==> config.mk <==
export PLATFORM = sky130hd
export DESIGN_NAME = rattlesnake_fetch_aligner
export DESIGN_NICKNAME = d
export VERILOG_FILES = /design/src/rtl/rattlesnake_fetch_aligner.sv
export SDC_FILE = /design/constraint.sdc
export NUM_CORES = 1
export LEC_CHECK = 0
export ABC_CLOCK_PERIOD_IN_PS = 6700
export CORE_MARGIN = 2
export CORE_UTILIZATION = 56
export CTS_CLUSTER_SIZE = 24
export DETAILED_ROUTE_END_ITERATION = 7
export GPL_TIMING_DRIVEN = 0
export MAX_ROUTING_LAYER = met4
export PLACE_DENSITY = 0.87
export SLEW_MARGIN = 0
export SYNTH_ARGS = -nofsm -noshare
export SYNTH_HDL_FRONTEND = slang
export SYNTH_SLANG_ARGS = --single-unit
==> constraint.sdc <==
create_clock -name clk -period 6.7 [get_ports clk]
set_clock_uncertainty 0.2 [all_clocks]
set_input_delay 1.34 -clock clk [delete_from_list [all_inputs] [get_ports clk]]
set_output_delay 1.34 -clock clk [all_outputs]
set_load 0.01 [all_outputs]
==> src/rtl/rattlesnake_fetch_aligner.sv <==
// Fetch aligner: turns the halfword-granular PC stream into one aligned instruction per beat.
// Optional macro RATTLESNAKE_FETCH_WORD_REUSE_EN serves the next instruction from the buffered word.
//
// state     | meaning
// ----------+---------------------------------------------------------------
// S_IDLE    | no fetch in progress, waiting for fetch_start
// S_REQ_A   | read request for the word holding pc
// S_WAIT_A  | waiting for that word
// S_REQ_B   | read request for the word after the buffered word (straddle)
// S_WAIT_B  | waiting for the straddle's upper half
// S_REUSE   | present the buffered upper half without a memory read
// S_PRESENT | instr_valid_out pulse cycle
// S_HOLD    | instruction held until fetch_next
// S_DRAIN   | swallowing the ack of an abandoned read
module rattlesnake_fetch_aligner #(
    parameter int ADDR_BITS = 16
) (
    input  logic                 clk,
    input  logic                 reset_n,
    input  logic                 sync_reset,
    input  logic                 fetch_start,
    input  logic [ADDR_BITS-1:0] fetch_pc,
    input  logic                 fetch_next,
    output logic                 mem_read_en,
    output logic [ADDR_BITS-3:0] mem_word_addr,
    input  logic                 mem_read_ack,
    input  logic [31:0]          mem_word_in,
    output logic                 instr_valid_out,
    output logic [31:0]          instr_out,
    output logic [ADDR_BITS-1:0] instr_pc_out
);

    localparam int WA = ADDR_BITS - 2;
    localparam logic [WA-1:0]        WORD_ONE  = 1;
    localparam logic [ADDR_BITS-1:0] HALF_MASK = {{(ADDR_BITS-1){1'b1}}, 1'b0};

    typedef enum logic [3:0] {
        S_IDLE,
        S_REQ_A,
        S_WAIT_A,
        S_REQ_B,
        S_WAIT_B,
        S_REUSE,
        S_PRESENT,
        S_HOLD,
        S_DRAIN
    } state_t;

    state_t                 state_q, state_d;
    logic [ADDR_BITS-1:0]   pc_q, pc_d;
    logic [ADDR_BITS-1:0]   pc_next;
    logic [15:0]            buf_hi_q, buf_hi_d;
    logic [WA-1:0]          buf_addr_q, buf_addr_d;
    logic                   discard_q, discard_d;
    logic [31:0]            instr_q, instr_d;
    logic [ADDR_BITS-1:0]   instr_pc_q, instr_pc_d;
    logic                   valid_q, valid_d;
    logic                   rd_busy;

    always_ff @(posedge clk or negedge reset_n) begin
        if (!reset_n) begin
            state_q    <= S_IDLE;
            pc_q       <= '0;
            buf_hi_q   <= '0;
            buf_addr_q <= '0;
            discard_q  <= 1'b0;
            instr_q    <= '0;
            instr_pc_q <= '0;
            valid_q    <= 1'b0;
        end else begin
            state_q    <= state_d;
            pc_q       <= pc_d;
            buf_hi_q   <= buf_hi_d;
            buf_addr_q <= buf_addr_d;
            discard_q  <= discard_d;
            instr_q    <= instr_d;
            instr_pc_q <= instr_pc_d;
            valid_q    <= valid_d;
        end
    end

`ifdef RATTLESNAKE_FETCH_WORD_REUSE_EN
    logic buf_valid_q;

    always_ff @(posedge clk or negedge reset_n) begin
        if (!reset_n) begin
            buf_valid_q <= 1'b0;
        end else if (sync_reset || fetch_start) begin
            buf_valid_q <= 1'b0;
        end else if (mem_read_ack && (state_q == S_WAIT_A || state_q == S_WAIT_B)) begin
            buf_valid_q <= 1'b1;
        end
    end
`endif

    // A read is in flight (or will be) after this cycle unless its ack lands now.
    assign rd_busy = (state_q == S_REQ_A) || (state_q == S_REQ_B) ||
                     (((state_q == S_WAIT_A) || (state_q == S_WAIT_B) || discard_q) && !mem_read_ack);

    assign pc_next = pc_q + ((instr_q[1:0] == 2'b11) ? ADDR_BITS'(4) : ADDR_BITS'(2));

    always_comb begin
        state_d    = state_q;
        pc_d       = pc_q;
        buf_hi_d   = buf_hi_q;
        buf_addr_d = buf_addr_q;
        discard_d  = discard_q;
        instr_d    = instr_q;
        instr_pc_d = instr_pc_q;
        valid_d    = 1'b0;

        case (state_q)
            S_IDLE: begin
                if (discard_q && mem_read_ack) discard_d = 1'b0;
            end
            S_REQ_A: state_d = S_WAIT_A;
            S_WAIT_A: begin
                if (mem_read_ack) begin
                    buf_hi_d   = mem_word_in[31:16];
                    buf_addr_d = pc_q[ADDR_BITS-1:2];
                    if (!pc_q[1]) begin
                        instr_d    = (mem_word_in[1:0] == 2'b11) ? mem_word_in
                                                                 : {16'h0, mem_word_in[15:0]};
                        instr_pc_d = pc_q;
                        valid_d    = 1'b1;
                        state_d    = S_PRESENT;
                    end else if (mem_word_in[17:16] != 2'b11) begin
                        instr_d    = {16'h0, mem_word_in[31:16]};
                        instr_pc_d = pc_q;
                        valid_d    = 1'b1;
                        state_d    = S_PRESENT;
                    end else begin
                        state_d    = S_REQ_B;
                    end
                end
            end
            S_REQ_B: state_d = S_WAIT_B;
            S_WAIT_B: begin
                if (mem_read_ack) begin
                    instr_d    = {mem_word_in[15:0], buf_hi_q};
                    instr_pc_d = pc_q;
                    valid_d    = 1'b1;
                    buf_hi_d   = mem_word_in[31:16];
                    buf_addr_d = buf_addr_q + WORD_ONE;
                    state_d    = S_PRESENT;
                end
            end
            S_REUSE: begin
                instr_d    = {16'h0, buf_hi_q};
                instr_pc_d = pc_q;
                valid_d    = 1'b1;
                state_d    = S_PRESENT;
            end
            S_PRESENT: state_d = S_HOLD;
            S_HOLD: begin
                if (fetch_next) begin
                    pc_d    = pc_next;
                    state_d = S_REQ_A;
`ifdef RATTLESNAKE_FETCH_WORD_REUSE_EN
                    if (buf_valid_q && pc_next[1] && (pc_next[ADDR_BITS-1:2] == buf_addr_q)) begin
                        state_d = (buf_hi_q[1:0] == 2'b11) ? S_REQ_B : S_REUSE;
                    end
`endif
                end
            end
            S_DRAIN: begin
                if (mem_read_ack) begin
                    discard_d = 1'b0;
                    state_d   = S_REQ_A;
                end
            end
            default: state_d = S_IDLE;
        endcase

        // A restart abandons whatever was being assembled, including an ack landing now.
        if (fetch_start) begin
            pc_d    = fetch_pc & HALF_MASK;
            valid_d = 1'b0;
            if (rd_busy) begin
                state_d   = S_DRAIN;
                discard_d = 1'b1;
            end else begin
                state_d   = S_REQ_A;
                discard_d = 1'b0;
            end
        end

        if (sync_reset) begin
            state_d    = S_IDLE;
            pc_d       = '0;
            buf_hi_d   = '0;
            buf_addr_d = '0;
            instr_d    = '0;
            instr_pc_d = '0;
            valid_d    = 1'b0;
            discard_d  = rd_busy;
        end
    end

    always_comb begin
        mem_read_en   = 1'b0;
        mem_word_addr = '0;
        if (state_q == S_REQ_A) begin
            mem_read_en   = 1'b1;
            mem_word_addr = pc_q[ADDR_BITS-1:2];
        end else if (state_q == S_REQ_B) begin
            mem_read_en   = 1'b1;
            mem_word_addr = buf_addr_q + WORD_ONE;
        end
    end

    assign instr_valid_out = valid_q;
    assign instr_out       = instr_q;
    assign instr_pc_out    = instr_pc_q;

endmodule

# Yosys cells after proc, flatten, opt, wreduce, memory -nomap -nowiden
# Cells that the tools add are included.
[totals]
out_inout_bits = 64
latch_bits = 0
word_cells = 104
rom_bits = 0
reg_bits = 100
memories = 0
in_bits = 54
mem_bits_rw = 0
[classes]
mul = 0
mux = 52
shifts = 0
n_bitwise = 0
div = 0
order_cmp = 0
eq_ne = 20
reduce_logical = 22
add_sub_neg = 2
[op_table]
columns = ["op", "count"]
rows = [
  ["16-bit two-way mux", 12],
  ["32-bit two-way mux", 6],
  ["32-bit case mux with 3 select lines", 1],
  ["14-bit two-way mux", 5],
  ["16-bit case mux with 3 select lines", 1],
  ["4-bit case mux with 9 select lines", 1],
  ["4-bit two-way mux", 7],
  ["14-bit case mux with 2 select lines", 1],
  ["4-bit != test (second input constant)", 5],
  ["16-bit by 3-bit adder with 16-bit output", 1],
  ["4-bit by 3-bit equality test with 1-bit output (second input constant)", 4],
  ["14-bit by 1-bit adder with 14-bit output (second input constant)", 1],
  ["1-bit two-way mux", 13],
  ["3-bit two-way mux", 3],
  ["3-bit != test (second input constant)", 3],
  ["3-bit nonzero test", 3],
  ["4-bit by 2-bit equality test with 1-bit output (second input constant)", 2],
  ["4-bit nonzero test", 2],
  ["3-bit AND reduction", 2],
  ["5-bit AND reduction", 1],
  ["2-bit equality test (second input constant)", 2],
  ["4-bit by 1-bit equality test with 1-bit output (second input constant)", 1],
  ["4-bit equality test (second input constant)", 1],
  ["4-bit logical NOT", 1],
  ["11 further kinds", 17],
]

# Logic depth before layout (Yosys ltp)
# Gate-level depths: netlist of run 1.
[logic_depth]
depth_word = 8
mapped_depth = 8
mapped_depth_nobuf = 8

# Least setup slack after synthesis of run 1
# No wires, ideal clock.
[synth_path]
path_type = "register to output"
from = "register buf_addr_q[5]"
to = "output port mem_word_addr[9]"
arrival_ns = 1.768
slack_ns = 3.392
stages_incl_launch_ff = 6
t_required_ns = 5.160
path_buffers = 1
path_cell_list = "dfrtp_1 clkbuf_1 nand3_1 or4_1 xor2_1 a211oi_1"
[synth_via]
elab_chain_len = 3
[synth_lines]
columns = ["item", "line", "text"]
rows = [
  ["start, declared", "53", "logic [WA-1:0] buf_addr_q, buf_addr_d;"],
  ["start signal, assigned", "74", "buf_addr_q <= buf_addr_d;"],
  ["14-bit by 1-bit adder with 14-bit output", "208", "mem_word_addr = buf_addr_q + WORD_ONE;"],
  ["14-bit two-way mux", "206", "end else if (state_q == S_REQ_B) begin"],
  ["14-bit two-way mux", "203", "if (state_q == S_REQ_A) begin"],
  ["end, declared", "25", "output logic [ADDR_BITS-3:0] mem_word_addr,"],
]
# No other way between the ends.

# Final worst setup path of run 1
[layout_path]
from = "register state_q[1]"
to = "output port mem_word_addr[0]"
[layout_via]
elab_chain_len = 3
elab_cells_between_ends = 4
cone_classes = "eq/ne: 2; mux: 2"
[layout_lines]
columns = ["item", "line", "text"]
rows = [
  ["start, declared", "49", "state_t state_q, state_d;"],
  ["start signal, assigned", "71", "state_q <= state_d;"],
  ["4-bit by 2-bit equality test with 1-bit output", "206", ""],
  ["14-bit two-way mux", "206", ""],
  ["14-bit two-way mux *", "203", ""],
]
# Mark *: on every way between the ends. The rest lies on a longest branch, timed or not.

==> results of run 1 <==
[worst max-delay path by stage]
stage,start,to,slack [ns],depth (start not counted)
2_1_floorplan,buf_addr_q[5],mem_word_addr[9],3.39,5
3_3_place_gp,reset_n,instr_out[20],0.40,1
3_5_place_dp,state_q[1],mem_word_addr[0],2.71,7
4_1_cts,state_q[1],mem_word_addr[0],2.31,7
5_1_grt,state_q[1],mem_word_addr[8],2.08,7
6_report,state_q[1],mem_word_addr[0],2.24,7
[power groups by stage]
stage	sequential, mW	clock, mW	combinational [mW]
global placement	0.668	0	0.364
global route	0.662	0.393	0.413
CTS	0.657	0.367	0.377
floorplan	0.666	0	0.211
detailed placement	0.668	0	0.376
finish	0.659	0.365	0.382
[cell type report]
class / count / area share, %
Clock inverter: 5 / 0.493
Buffer: 60 / 3.63
Inverter: 20 / 1.06
Sequential cell: 99 / 34.9
Tap cell: 133 / 2.34
Clock buffer: 11 / 1.99
Multi-Input combinational cell: 422 / 39.3
Timing Repair Buffer: 114 / 16.3
[sequential cells by signal (all words and copies together), names as in the netlist]
name             count
instr_pc_out        16
instr_out           32
buf_addr_q          14
state_q              4
buf_hi_q            16
pc_q                15
instr_valid_out      1
discard_q            1
[stage by stage]
| step | util (%) | cells | hold slack [ns] |
|---|---|---|---|
| 2_1_floorplan | - | 601 | 0.240 |
| 3_3_place_gp | 70.9 | 847 | 0.257 |
| 3_5_place_dp | 71.2 | 848 | 0.265 |
| 4_1_cts | 73.0 | 864 | 0.286 |
| 5_1_grt | 73.0 | 864 | 0.319 |
| 6_report | 73.0 | 864 | 0.285 |
[logic make-up (layout without fill, tap and decap cells)]
logic type	after synthesis	count (layout)	share of synthesized area, %
buffers and inverters	80	210	5.94
AO/OA/AOI/OAI	191	191	24.0
adder cells (fa/ha/maj)	4	4	1.03
XOR/XNOR	20	20	3.13
AND/OR/NAND/NOR	181	181	17.0
multiplexers	26	26	4.65
flip-flops	99	99	44.2
[critical path, cell delays in order, from the launching register on]
cell and delay (ns):
dfrtp_1 0.35, buf_6 0.12, buf_2 0.20, buf_1 0.43, buf_1 0.47, nor2_1 0.11
a211oi_1 0.28, clkdlybuf4s50_1 0.60
[synthesized netlist by cell type, types with 5 or more instances]
| cell | count | area (sq um) |
|---|---|---|
| a211oi_1 | 11 | 82.6 |
| nor3_1 | 14 | 70.1 |
| a22o_1 | 15 | 131 |
| and2_1 | 5 | 31.3 |
| dfrtp_1 | 99 | 2480 |
| buf_1 | 10 | 37.5 |
| nand2_1 | 51 | 191 |
| a22oi_1 | 27 | 203 |
| o2bb2ai_1 | 32 | 280 |
| inv_1 | 20 | 75.1 |
| o21ai_0 | 9 | 45.0 |
| clkbuf_1 | 36 | 135 |
| a21oi_1 | 56 | 280 |
| mux2i_1 | 26 | 260 |
| xor2_1 | 11 | 96.3 |
| nand3_1 | 14 | 70.1 |
| xnor2_1 | 9 | 78.8 |
| nor4_1 | 11 | 68.8 |
| nor2_1 | 41 | 154 |
| and3_1 | 5 | 31.3 |
| o21a_1 | 10 | 75.1 |
| o22ai_1 | 6 | 37.5 |
| buf_2 | 11 | 55.1 |
| nand4_1 | 8 | 50.1 |
[layer usage]
layer | global-route usage (%) | routed length (um) | vias to the layer above
li1 | - | - | 2461
met1 | 45.4 | 7450 | 2663
met2 | 48.4 | 7940 | 246
met3 | 5.33 | 1180 | 36
met4 | 10.4 | 371 | 0
met5 | - | 0 | -
[layout by cell type (no fill, tap or decap), types with 3 or more instances in the layout]
cell,instances
a22o_1,15
and2_1,5
buf_2,11
clkbuf_8,10
nand2_1,51
xor2_1,11
a31oi_1,4
mux2i_1,26
clkbuf_1,37
o22ai_1,6
clkdlybuf4s50_1,112
a22oi_1,27
nand4b_1,3
nor3_1,14
and3_1,5
nor4_1,11
nor2_1,41
buf_1,10
inv_1,20
nor2b_1,4
a211oi_1,11
nand4_1,8
o21ai_0,9
nand3_1,14
o21a_1,10
dfrtp_1,99
or4_1,3
xnor2_1,9
o2bb2ai_1,32
a21oi_1,56
ha_1,3
==> impl_metrics.env, run 1 <==
export IMPL_fin_area_sq_um=7100
export IMPL_worstReg2RegStart="state_q[3]"
export IMPL_antenna_left=0
export IMPL_worstPathArrival_ns=2.92
export IMPL_grtUsageTotal_pct=32.4
export IMPL_die_w_um=104
export IMPL_post_cts_buffers=0
export IMPL_fin_crit_ns=4.46
export IMPL_ff2ff_path_depth=5
export IMPL_die_h_um=104
export IMPL_antenna_cells=0
export IMPL_floorplan_initialDensity_pct=57.6
export IMPL_rrSetupSlack_ns=3.85
export IMPL_cts_repair_resized=0
export IMPL_syn_nets=659
export IMPL_io_buffers=113
export IMPL_first_pass_iters=5
export IMPL_synth_distinct_cells=63
export IMPL_r2r_end="buf_addr_q[8]"
export IMPL_ys_ff_latch=99
export IMPL_grt_max_degree=52
export IMPL_dp_slack_ns=2.71
export IMPL_worst_path_max_fanout=10
export IMPL_cts_tree="yes"
export IMPL_hold_buffers=0
export IMPL_worst_pin_slew_ns=0.874
export IMPL_io_pins=118
export IMPL_dp_hpwl_um=12200
export IMPL_core_rowCount=36
export IMPL_cts_max_level=3
export IMPL_area_growth_pct=26.8
export IMPL_fin_setup_tns_ns=0
export IMPL_p_sw_mw=0.475
export IMPL_pwr_share_clk_pct=26.0
export IMPL_slew_violations=0
export IMPL_hold_path_end="discard_q"
export IMPL_wire_per_inst_um=19.6
export IMPL_postRouteWirelength_um=16900
export IMPL_antenna_found_initial=0
export IMPL_hold_viol=0
export IMPL_dpl_cell_area_sq_um=6920
export IMPL_async_flop_share_pct=100
export IMPL_worstSetupEndpointType="primary output"
export IMPL_slew_headroom_pct=41.6
export IMPL_cts_buffer_depth=2
export IMPL_rsz0062_at_grt="false"
export IMPL_leakagePower_nw=2.84
export IMPL_grt_first_pass_wirelength_um=27300
export IMPL_dieArea_sq_um=10800
export IMPL_ff_latch_area_sq_um=2480
export IMPL_setup_violations=0
export IMPL_status="complete, no violations"
export IMPL_drt_iter0_markers=452
export IMPL_root_buffer="clkbuf_8"
export IMPL_overflow=0
export IMPL_yosysSeqAreaShare_pct=44.2
export IMPL_irDropWorstVdd_v=0.000153
export IMPL_synthFlopType="dfrtp_1"
export IMPL_syn_area_sq_um=5600
export IMPL_clock_sinks=99
export IMPL_layout_setup_ws_ns=2.24
export IMPL_yosysWarnings=0
export IMPL_grt_pass1_vias=5196
export IMPL_num_vias=5406
export IMPL_power_density_nw_per_um2=198
export IMPL_cts_made_buffers=9
export IMPL_combPwrFrac_pct=27.2
export IMPL_fp_coreArea_sq_um=9730
export IMPL_insertion_delay_ns=0.36
export IMPL_swShare_pct=33.8
export IMPL_n_fill_cell=764
export IMPL_drcViolationCount=0
export IMPL_fmax_mhz=224
export IMPL_nets=784
export IMPL_hp_start="discard_q"
export IMPL_avgSynthCellArea_sq_um=9.32
export IMPL_multi_input_area_sq_um=2790
export IMPL_maxCapViolCount=0
export IMPL_p_total_mw=1.40
export IMPL_power_frac_seq_pct=46.9
export IMPL_syn_inst=601
export IMPL_drive_above_1_share_pct=5.47
export IMPL_required_ns=5.16
export IMPL_holdPathStages=2
export IMPL_via_per_inst=6.26
export IMPL_hp_class="flop to flop"
export IMPL_clk_pin_slew_worst_paths_ns=0.10
export IMPL_critPathLaunchType="flop"
export IMPL_post_route_period_util_pct=66.6
export IMPL_worstSetupPathType="flop to primary output"
export IMPL_p_int_mw=0.930
export IMPL_place_congestion=0.919
export IMPL_synth_edf_count=0
Power figures use the tool's default switching activity.
==> inputs of run 2 (changes only) <==
ABC_CLOCK_PERIOD_IN_PS = 4190   (was 6700)
CORE_UTILIZATION = 52   (was 56)
PLACE_DENSITY = 0.81   (was 0.87)
clock period = 4.19 ns   (was 6.7 ns; I/O delays follow)
==> run 2 against run 1 <==
Compared with the run above:
- clock power rose by 77%
- combinational power increased by 60%
- flip-flop and latch count stayed put
- largest power group unchanged
- first-iteration DRC count rose by 5.5%
- clock-buffer cell count fell by 2
- critical endpoint is now mem_word_addr[8]
- utilization decreased by 4.4 points
- routed wire length rose by 3.2%
- register-to-register slack lost 2.4 ns
- sequential power rose by 59%
- critical path depth unchanged
==> impl_metrics.env, run 2 (synthesized netlist as in run 1, its figures left out) <==
export IMPL_critPathLaunchType="flop"
export IMPL_first_pass_iters=5
export IMPL_worstSetupPathType="flop to primary output"
export IMPL_p_total_mw=2.31
export IMPL_core_rowCount=37
export IMPL_die_h_um=108
export IMPL_dp_slack_ns=0.701
export IMPL_layout_setup_ws_ns=0.215
export IMPL_status="complete, no violations"
export IMPL_n_fill_cell=863
export IMPL_die_w_um=108
export IMPL_most_common_layout_cells="112 x clkdlybuf4s50_1, 99 x dfrtp_1, 56 x a21oi_1"
export IMPL_antenna_found_initial=0
export IMPL_insertion_delay_ns=0.39
export IMPL_wire_per_inst_um=20.2
export IMPL_grt_first_pass_wirelength_um=27900
export IMPL_critPathBufInv=5
export IMPL_finalCoreUtilization_pct=68.6
export IMPL_fp_coreArea_sq_um=10400
export IMPL_grtUsageTotal_pct=32.1
export IMPL_fmax_mhz=252
export IMPL_via_per_inst=6.22
export IMPL_rsz0062_at_grt="false"
export IMPL_antenna_cells=0
export IMPL_dp_cells=851
export IMPL_post_route_period_util_pct=94.9
export IMPL_fin_crit_ns=3.97
export IMPL_dieArea_sq_um=11600
export IMPL_setup_violations=0
export IMPL_largest_reg_flops=32
export IMPL_cts_repair_resized=0
export IMPL_worst_pin_slew_ns=0.831
export IMPL_floorplan_initialDensity_pct=54.0
export IMPL_worstPathArrival_ns=2.94
export IMPL_max_stage_delay_ns=0.58
export IMPL_fin_setup_tns_ns=0
export IMPL_hp_class="primary input to async pin"
export IMPL_grt_max_degree=60
export IMPL_path_delay_family="buffers and inverters"
export IMPL_clock_sinks=99
export IMPL_antenna_left=0
export IMPL_overflow=0
export IMPL_irDropWorstVdd_v=0.000216
export IMPL_power_density_nw_per_um2=325
export IMPL_root_buffer="clkbuf_8"
export IMPL_final_common_cell="clkdlybuf4s50_1"
export IMPL_place_congestion=0.952
export IMPL_cts_buffer_depth=2
export IMPL_io_pins=118
export IMPL_slowest_stage="clkdlybuf4s50_1"
export IMPL_slew_violations=0
export IMPL_postRouteWirelength_um=17500
export IMPL_leakagePower_nw=2.84
export IMPL_drive_above_1_share_pct=5.48
export IMPL_nets=784
export IMPL_worst_path_max_fanout=10
export IMPL_layout_cells_non_filler=866
export IMPL_num_vias=5387
export IMPL_slew_headroom_pct=43.9
export IMPL_drt_iter0_markers=477
export IMPL_hold_viol=0
export IMPL_crit_top_cell="buf_1"
export IMPL_cts_made_buffers=9
export IMPL_clk_pin_slew_worst_paths_ns=0.10
export IMPL_required_ns=3.15
export IMPL_cts_max_level=3
export IMPL_maxCapViolCount=0
export IMPL_area_growth_pct=27.0
export IMPL_crit_chain="buf_6, buf_2, buf_1, buf_1, nor2_1, a211oi_1, clkdlybuf4s50_1"
export IMPL_io_buffers=113
export IMPL_post_cts_buffers=0
export IMPL_worstSetupEndpointType="primary output"
export IMPL_drcViolationCount=0
export IMPL_grt_pass1_vias=5395
export IMPL_dp_hpwl_um=12600
export IMPL_hold_buffers=0
export IMPL_cts_tree="yes"
==> run 2: final timing paths <==
check                                   endpoint  slack, ns  startpoint  cells after the start
min in group clk                       discard_q       0.28   discard_q                      2
worst min-delay path            instr_pc_out[15]       0.24     reset_n                      1
worst min register to register         discard_q       0.28   discard_q                      2
max in group asynchronous               pc_q[10]       2.88     reset_n                      2
worst max-delay path            mem_word_addr[8]       0.22  state_q[1]                      7
worst max register to register    buf_addr_q[11]       1.42  state_q[3]                      5
==> run 2: routing by layer <==
layer,part of all wire [%],wire length (um),global-route usage [%],vias to the layer above
met5,0,0,-,-
met4,2.3,405,11.4,0
met1,43,7460,43.9,2638
met2,48,8390,49.1,253
met3,7.0,1230,4.84,37
li1,-,-,-,2459
==> run 2: layout make-up <==
type	instances	area (sq um)	share of cell area, %
Buffer	60	258	3.62
Sequential cell	99	2480	34.8
Tap cell	136	170	2.39
Clock buffer	9	124	1.74
Clock inverter	6	65.1	0.914
Inverter	20	75.1	1.05
Timing Repair Buffer	114	1160	16.2
Multi-Input combinational cell	422	2790	39.2
==> run 2: report_power, final <==
part           total (mW)  switching (mW)  internal (mW)  leakage [nW]
logic               0.613           0.368          0.245          1.39
registers            1.05          0.0447           1.01          1.36
clock network       0.645           0.369          0.276        0.0959
==> run 2: per-stage QoR <==
stage | cell area, sq um | hold slack (ns)
after floorplan | 5600 | 0.240
after global placement | 6900 | 0.258
after detailed placement | 6930 | 0.261
after CTS | 7120 | 0.271
after global routing | 7120 | 0.285
final | 7120 | 0.238
==> inputs of run 3 (changes only) <==
CTS_CLUSTER_SIZE = not set   (was 24)
HOLD_SLACK_MARGIN = 0.03   (was not set)
==> results of run 3 <==
Final layout, timing and power as in run 2 (identical DEF).
